<file path="src/rtl/con_mem_sequencer.sv">
// con_mem_sequencer: sequences write/read/dump access to the debug console
// memory port and flags program completion from the fetch-stream halt idiom.
//
// Ports:
//   CLK, nrst                 clock, async active-low reset
//   cmd_valid/cmd_ready       command handshake (ready only while idle)
//   cmd_op/addr/len/data/be   00 write, 01 read, 10 dump, 11 ignored
//   rsp_valid/rsp_ready       response handshake
//   rsp_data/addr/last        read word, its address, final-word flag
//   con_write/addr/in         console port drive (byte enables, addr, data)
//   con_out                   console read data
//   if_inst                   fetch-stage instruction watched for halt
//   halted                    sticky program-done flag
//   busy                      controller not idle
//   cycle_count               free-running cycle counter until halted
//                             (present only with CON_CYCLE_COUNT_EN)
//
// Optional feature macro: CON_CYCLE_COUNT_EN

module con_mem_sequencer #(
    parameter int unsigned READ_LAT   = 1,
    parameter int unsigned HALT_COUNT = 10,
    parameter logic [9:0]  IDLE_ADDR  = 10'h3ff
) (
    input  logic        CLK,
    input  logic        nrst,
    input  logic        cmd_valid,
    output logic        cmd_ready,
    input  logic [1:0]  cmd_op,
    input  logic [9:0]  cmd_addr,
    input  logic [10:0] cmd_len,
    input  logic [31:0] cmd_data,
    input  logic [3:0]  cmd_be,
    output logic        rsp_valid,
    input  logic        rsp_ready,
    output logic [31:0] rsp_data,
    output logic [9:0]  rsp_addr,
    output logic        rsp_last,
    output logic [3:0]  con_write,
    output logic [9:0]  con_addr,
    output logic [31:0] con_in,
    input  logic [31:0] con_out,
    input  logic [31:0] if_inst,
    output logic        halted,
`ifdef CON_CYCLE_COUNT_EN
    output logic [31:0] cycle_count,
`endif
    output logic        busy
);

    typedef enum logic [1:0] {
        S_IDLE    = 2'd0,
        S_WRITE   = 2'd1,
        S_RD_WAIT = 2'd2,
        S_RESP    = 2'd3
    } state_t;

    localparam logic [1:0] OP_WR   = 2'b00;
    localparam logic [1:0] OP_RD   = 2'b01;
    localparam logic [1:0] OP_DUMP = 2'b10;

    // RD_WAIT lasts READ_LAT cycles: load READ_LAT-1, capture on zero.
    localparam logic [2:0] WAIT_INIT = 3'(READ_LAT - 1);

    localparam int CW = (HALT_COUNT == 0) ? 1 : $clog2(HALT_COUNT + 1);
    localparam logic [CW-1:0] HC = CW'(HALT_COUNT);

    state_t        r_state;
    state_t        w_state_nxt;

    logic          r_cmd_ready;
    logic          r_busy;
    logic          r_rsp_valid;
    logic [31:0]   r_rsp_data;
    logic [9:0]    r_rsp_addr;
    logic          r_rsp_last;
    logic [3:0]    r_con_write;
    logic [9:0]    r_con_addr;
    logic [31:0]   r_con_in;
    logic [9:0]    r_cur_addr;
    logic [10:0]   r_remaining;
    logic [2:0]    r_wait;

    logic          w_cmd_ready_nxt;
    logic          w_busy_nxt;
    logic          w_rsp_valid_nxt;
    logic [31:0]   w_rsp_data_nxt;
    logic [9:0]    w_rsp_addr_nxt;
    logic          w_rsp_last_nxt;
    logic [3:0]    w_con_write_nxt;
    logic [9:0]    w_con_addr_nxt;
    logic [31:0]   w_con_in_nxt;
    logic [9:0]    w_cur_addr_nxt;
    logic [10:0]   w_rem_nxt;
    logic [2:0]    w_wait_nxt;

    logic          w_accept;
    logic          w_len_zero;
    logic [10:0]   w_len_clamp;
    logic          w_wait_done;
    logic          w_rsp_hs;

    logic [31:0]   r_prev;
    logic [CW-1:0] r_cnt;
    logic [CW-1:0] w_cnt_nxt;
    logic          r_halted;

    assign w_accept    = cmd_valid && r_cmd_ready;
    assign w_len_zero  = (cmd_len == 11'd0);
    assign w_len_clamp = (cmd_len > 11'd1024) ? 11'd1024 : cmd_len;
    assign w_wait_done = (r_wait == 3'd0);
    assign w_rsp_hs    = r_rsp_valid && rsp_ready;

    // State and datapath registers.
    always_ff @(posedge CLK or negedge nrst) begin
        if (!nrst) begin
            r_state     <= S_IDLE;
            r_cmd_ready <= 1'b1;
            r_busy      <= 1'b0;
            r_rsp_valid <= 1'b0;
            r_rsp_data  <= '0;
            r_rsp_addr  <= '0;
            r_rsp_last  <= 1'b0;
            r_con_write <= '0;
            r_con_addr  <= IDLE_ADDR;
            r_con_in    <= '0;
            r_cur_addr  <= '0;
            r_remaining <= '0;
            r_wait      <= '0;
        end else begin
            r_state     <= w_state_nxt;
            r_cmd_ready <= w_cmd_ready_nxt;
            r_busy      <= w_busy_nxt;
            r_rsp_valid <= w_rsp_valid_nxt;
            r_rsp_data  <= w_rsp_data_nxt;
            r_rsp_addr  <= w_rsp_addr_nxt;
            r_rsp_last  <= w_rsp_last_nxt;
            r_con_write <= w_con_write_nxt;
            r_con_addr  <= w_con_addr_nxt;
            r_con_in    <= w_con_in_nxt;
            r_cur_addr  <= w_cur_addr_nxt;
            r_remaining <= w_rem_nxt;
            r_wait      <= w_wait_nxt;
        end
    end

    // Next-state logic.
    always_comb begin
        w_state_nxt = r_state;
        unique case (r_state)
            S_IDLE: begin
                if (w_accept) begin
                    unique case (cmd_op)
                        OP_WR:   w_state_nxt = S_WRITE;
                        OP_RD:   w_state_nxt = S_RD_WAIT;
                        OP_DUMP: w_state_nxt = w_len_zero ? S_IDLE
                                                          : S_RD_WAIT;
                        default: w_state_nxt = S_IDLE;
                    endcase
                end
            end
            S_WRITE: w_state_nxt = S_IDLE;
            S_RD_WAIT: begin
                if (w_wait_done)
                    w_state_nxt = S_RESP;
            end
            S_RESP: begin
                if (w_rsp_hs)
                    w_state_nxt = r_rsp_last ? S_IDLE : S_RD_WAIT;
            end
            default: w_state_nxt = S_IDLE;
        endcase
    end

    // Next values for the registered outputs and datapath.
    always_comb begin
        w_cmd_ready_nxt = (w_state_nxt == S_IDLE);
        w_busy_nxt      = (w_state_nxt != S_IDLE);
        w_rsp_valid_nxt = r_rsp_valid;
        w_rsp_data_nxt  = r_rsp_data;
        w_rsp_addr_nxt  = r_rsp_addr;
        w_rsp_last_nxt  = r_rsp_last;
        w_con_write_nxt = '0;
        w_con_addr_nxt  = r_con_addr;
        w_con_in_nxt    = r_con_in;
        w_cur_addr_nxt  = r_cur_addr;
        w_rem_nxt       = r_remaining;
        w_wait_nxt      = r_wait;
        unique case (r_state)
            S_IDLE: begin
                if (w_accept) begin
                    unique case (cmd_op)
                        OP_WR: begin
                            w_con_addr_nxt  = cmd_addr;
                            w_con_in_nxt    = cmd_data;
                            w_con_write_nxt = cmd_be;
                        end
                        OP_RD: begin
                            w_cur_addr_nxt = cmd_addr;
                            w_con_addr_nxt = cmd_addr;
                            w_rem_nxt      = 11'd1;
                            w_wait_nxt     = WAIT_INIT;
                        end
                        OP_DUMP: begin
                            if (!w_len_zero) begin
                                w_cur_addr_nxt = cmd_addr;
                                w_con_addr_nxt = cmd_addr;
                                w_rem_nxt      = w_len_clamp;
                                w_wait_nxt     = WAIT_INIT;
                            end
                        end
                        default: ;
                    endcase
                end
            end
            S_WRITE: begin
                w_con_addr_nxt = IDLE_ADDR;
            end
            S_RD_WAIT: begin
                if (w_wait_done) begin
                    w_rsp_valid_nxt = 1'b1;
                    w_rsp_data_nxt  = con_out;
                    w_rsp_addr_nxt  = r_cur_addr;
                    w_rsp_last_nxt  = (r_remaining == 11'd1);
                end else begin
                    w_wait_nxt = r_wait - 3'd1;
                end
            end
            S_RESP: begin
                if (w_rsp_hs) begin
                    w_rsp_valid_nxt = 1'b0;
                    if (r_rsp_last) begin
                        w_con_addr_nxt = IDLE_ADDR;
                    end else begin
                        // 10-bit address wraps 3ff -> 000 naturally.
                        w_cur_addr_nxt = r_cur_addr + 10'd1;
                        w_con_addr_nxt = r_cur_addr + 10'd1;
                        w_rem_nxt      = r_remaining - 11'd1;
                        w_wait_nxt     = WAIT_INIT;
                    end
                end
            end
            default: ;
        endcase
    end

    // Halt idiom: the same fetch word repeated HALT_COUNT times.
    always_comb begin
        w_cnt_nxt = '0;
        if (if_inst == r_prev)
            w_cnt_nxt = (r_cnt == HC) ? r_cnt : r_cnt + CW'(1);
    end

    always_ff @(posedge CLK or negedge nrst) begin
        if (!nrst) begin
            r_prev   <= '0;
            r_cnt    <= '0;
            r_halted <= 1'b0;
        end else begin
            r_prev <= if_inst;
            r_cnt  <= w_cnt_nxt;
            if (w_cnt_nxt == HC)
                r_halted <= 1'b1;
        end
    end

`ifdef CON_CYCLE_COUNT_EN
    logic [31:0] r_cycle_count;

    always_ff @(posedge CLK or negedge nrst) begin
        if (!nrst)
            r_cycle_count <= '0;
        else if (!r_halted)
            r_cycle_count <= r_cycle_count + 32'd1;
    end

    assign cycle_count = r_cycle_count;
`endif

    assign cmd_ready = r_cmd_ready;
    assign busy      = r_busy;
    assign rsp_valid = r_rsp_valid;
    assign rsp_data  = r_rsp_data;
    assign rsp_addr  = r_rsp_addr;
    assign rsp_last  = r_rsp_last;
    assign con_write = r_con_write;
    assign con_addr  = r_con_addr;
    assign con_in    = r_con_in;
    assign halted    = r_halted;

endmodule

</file>
<file path="config.mk">
export PLATFORM = sky130hd
export DESIGN_NAME = con_mem_sequencer
export DESIGN_NICKNAME = d
export VERILOG_FILES = /design/src/rtl/con_mem_sequencer.sv
export SDC_FILE = /design/constraint.sdc
export NUM_CORES = 1
export LEC_CHECK = 0
export CAP_MARGIN = 10
export CELL_PAD_IN_SITES_DETAIL_PLACEMENT = 0
export CELL_PAD_IN_SITES_GLOBAL_PLACEMENT = 2
export CORE_MARGIN = 10
export CORE_UTILIZATION = 27
export CTS_CLUSTER_DIAMETER = 200
export DETAILED_ROUTE_END_ITERATION = 12
export MAX_ROUTING_LAYER = met4
export PLACE_DENSITY_LB_ADDON = 0.05
export SLEW_MARGIN = 20
export SYNTH_ARGS = -nofsm -noshare
export SYNTH_HDL_FRONTEND = slang
export SYNTH_SLANG_ARGS = --single-unit
export TNS_END_PERCENT = 30
</file>
<file path="constraint.sdc">
create_clock -name CLK -period 1.9 [get_ports CLK]
set_input_delay 0.57 -clock CLK [delete_from_list [all_inputs] [get_ports CLK]]
set_output_delay 0.57 -clock CLK [all_outputs]
set_load 0.02 [all_outputs]
</file>
==> results <==
==> state kept, by name, indices dropped and copies added (netlist names), 2 cells and up <==
| register | cells |
|---|---|
| con_in | 32 |
| r_prev | 32 |
| r_wait | 3 |
| con_write | 4 |
| r_cur_addr | 10 |
| con_addr | 10 |
| r_cnt | 4 |
| r_remaining | 11 |
| rsp_data | 32 |
| rsp_addr | 10 |
| r_state | 2 |
==> power by group through the flow <==
stage                     registers (mW)  logic [mW]  clock network (mW)
after global routing                5.58        8.08                3.44
final                               5.41        7.51                3.16
after CTS                           5.42        7.54                3.31
after detailed placement            5.51        8.17                   0
after floorplan                     6.55        3.01                   0
after global placement              5.47        8.09                   0
==> layout by cell type, fill, tap and decap left out, drive strengths merged, types with 4 or more instances in the layout <==
cell type	synthesis	routed
a31oi	15	15
dlymetal6s2s	0	6
dfrtp	144	144
mux2	90	90
and3	4	4
nor3	8	8
o2bb2ai	4	4
clkbuf	2	20
o21ai	16	16
nor2	27	27
nand3	13	13
dfstp	11	11
o31ai	8	8
dlygate4sd2	0	91
a21oi	17	17
clkinvlp	0	5
buf	21	73
ha	10	10
or3	4	4
clkdlybuf4s15	0	10
inv	17	23
nor4	12	12
clkdlybuf4s50	0	109
and2	4	4
nand4	9	9
nand2	15	15
xor2	35	35
==> timing repair <==
item | in CTS | in global routing
endpoints found under the setup margin | 133 | 39
gates cloned | 0 | 1
hold buffers | 0 | 0
resized for setup | 117 | 25
buffers inserted | 1 | 1
pin swaps | 8 | 7
==> worst max-delay path, cell delays in order <==
cell and delay (ps):
clkdlybuf4s50_1 440, a211o_4 380, o21a_1 150, o211ai_4 150
clkbuf_16 220, mux2_4 290
==> final timing paths <==
kind | startpoint | end | slack, ps | depth (start not counted)
min | nrst | r_prev[3] | 30 | 1
min in group CLK | if_inst[14] | r_prev[14] | 330 | 1
max in group asynchronous | nrst | con_addr[4] | 1280 | 2
max reg2reg | r_state[0] | con_addr[7] | 40 | 6
min reg2reg | halted | halted | 460 | 2
max | cmd_valid | con_addr[7] | 40 | 6
==> logic make-up after synthesis <==
family | after synthesis | synth area share
AOI/OAI and AO/OA | 90 | 0.0918
DFF | 155 | 0.557
muxes | 93 | 0.155
adders and majority gates | 10 | 0.0179
buffers and inverters | 40 | 0.0301
xor gates and xnor gates | 37 | 0.0464
and+or+nand+nor | 116 | 0.102
==> per-stage QoR <==
step	setup WS [ps]	utilization	total power, mW
detailed placement	-743	0.402	13.7
global route	0.994	0.423	17.1
finish	35.7	0.423	16.1
global placement	-733	0.402	13.6
floorplan	-45.1	-	9.56
CTS	2.51	0.419	16.3
==> area by class of cell <==
type / count / area, um^2 / area share
clock buffer: 17 / 425 / 0.0397
clock inverter: 14 / 111 / 0.0104
inverter: 17 / 78.8 / 0.00736
multi-input combinational: 346 / 2990 / 0.279
sequential: 155 / 3900 / 0.364
tap: 330 / 413 / 0.0386
timing repair buffer: 292 / 2800 / 0.261
==> routing by layer <==
metal | vias up | routed length [um] | global-route usage
met1 | 2645 | 9980 | 0.169
met3 | 7 | 871 | 0.0284
met5 | - | 0 | -
met2 | 150 | 11300 | 0.226
met4 | 0 | 107 | 0.0266
li1 | 2556 | - | -
==> flow_summary.yaml <==
layout:
  antennaDiodeCount: 0
  nets: 966
  drive_gt1_frac: 0.219
  instances_no_fill: 1171
  area_growth_syn_to_layout_pct: 53.2
  n_fill_cell: 2409
  final_area_mm2: 0.0107
routing:
  drt_iter0_drc: 260
  drt_pre_antenna_iters: 4
  viasPerCell: 4.58
  final_antenna_net_count: 0
  via_count: 5358
  wire_per_inst_um: 19.0
  wirelength_um: 22200
  drc: 0
floorplanning:
  start_util: 0.276
  rows: 58
  die_height_um: 181
  die_w_um: 181
  core-area_mm2: 0.0253
  die_area_mm2: 0.0327
  io_pins: 220
global_routing:
  grt_pass1_vias: 5846
  antenna_found_initial: 0
  grt_pass1_wl_um: 34600
  track_usage: 0.136
  grt-ovfl-total: 0
  grt_start_max_net_pins: 41
synthesis:
  syn-num-nets: 678
  seq_area_frac_synth: 0.557
  ys_seq_elements: 155
  synth_area_leader_cell: "dfrtp_1"
  syn_area_per_cell_um2: 12.9
  netlist_instances: 541
  synth_area_leaders: "dfrtp_1 52%, mux2_1 9.5%, xor2_1 4.4%"
  synth.distinct_cells: 67
  synthTopCellsByCount: "144 x dfrtp_1, 59 x mux2_1, 35 x xor2_1"
  yosys_most_used_dff: "dfrtp_1"
  yosysWarnings: 0
  syn-cell-area_mm2: 0.00699
  synthDominantCellAreaShare: 0.515
  synth.most_common_cell: "dfrtp_1"
  synth_edf_count: 0
  async_flop_share: 1.00
timing:
  slew_violations: 0
  fin_tns_setup_ps: 0
  holdWs_ps: 29.7
  finalSetupViolations: 0
  fin_skew_ps: 14.4
  fmax_mhz: 536
  layout_min_cycle_time_ps: 1860
  finalHoldViolCount: 0
  worst_pin_slew_ps: 382
  post-route-period-util: 0.981
  rsz0062_at_grt: "no"
  maxSlewHeadroom: 0.743
placement:
  dpl.hpwl_um: 17200
  placed_cell_area_mm2: 0.0102
  port_buffers: 219
  gp_congestion: 0.839
  post-place-cells: 1137
worst_setup_path:
  critPathMaxFanout: 5
  critPathArrivalTime_ps: 2210
  cp-end-kind: "flip-flop"
  required_ps: 2250
  start_kind: "primary input"
  timing.setup.critical_path_class: "in -> reg"
power_and_ir_drop:
  power_density_mw_per_mm2: 1500
  intPower_mw: 9.96
  p_comb_frac: 0.467
  p_sw_frac: 0.381
  p_clk_frac: 0.197
  p_leak_nw: 4.73
  p_seq_frac: 0.336
  power.switching_mw: 6.12
  irDropWorstVdd_mv: 0.506
clock_tree:
  cts_buffer_depth: 2
  cts_sinks: 155
  clk_transition_reported_paths_ps: 70
  cts_buffers: 17
  root_buffer: "clkbuf_16"
  htree_levels: 4
  clock_latency_ps: 420
  cts_tree: "yes"
run:
  cap_violations: 0
status:
  status: "finished, final reports clean"
min_path:
  holdCritPathClass: "in -> async"
Power figures use the tool's default switching activity.
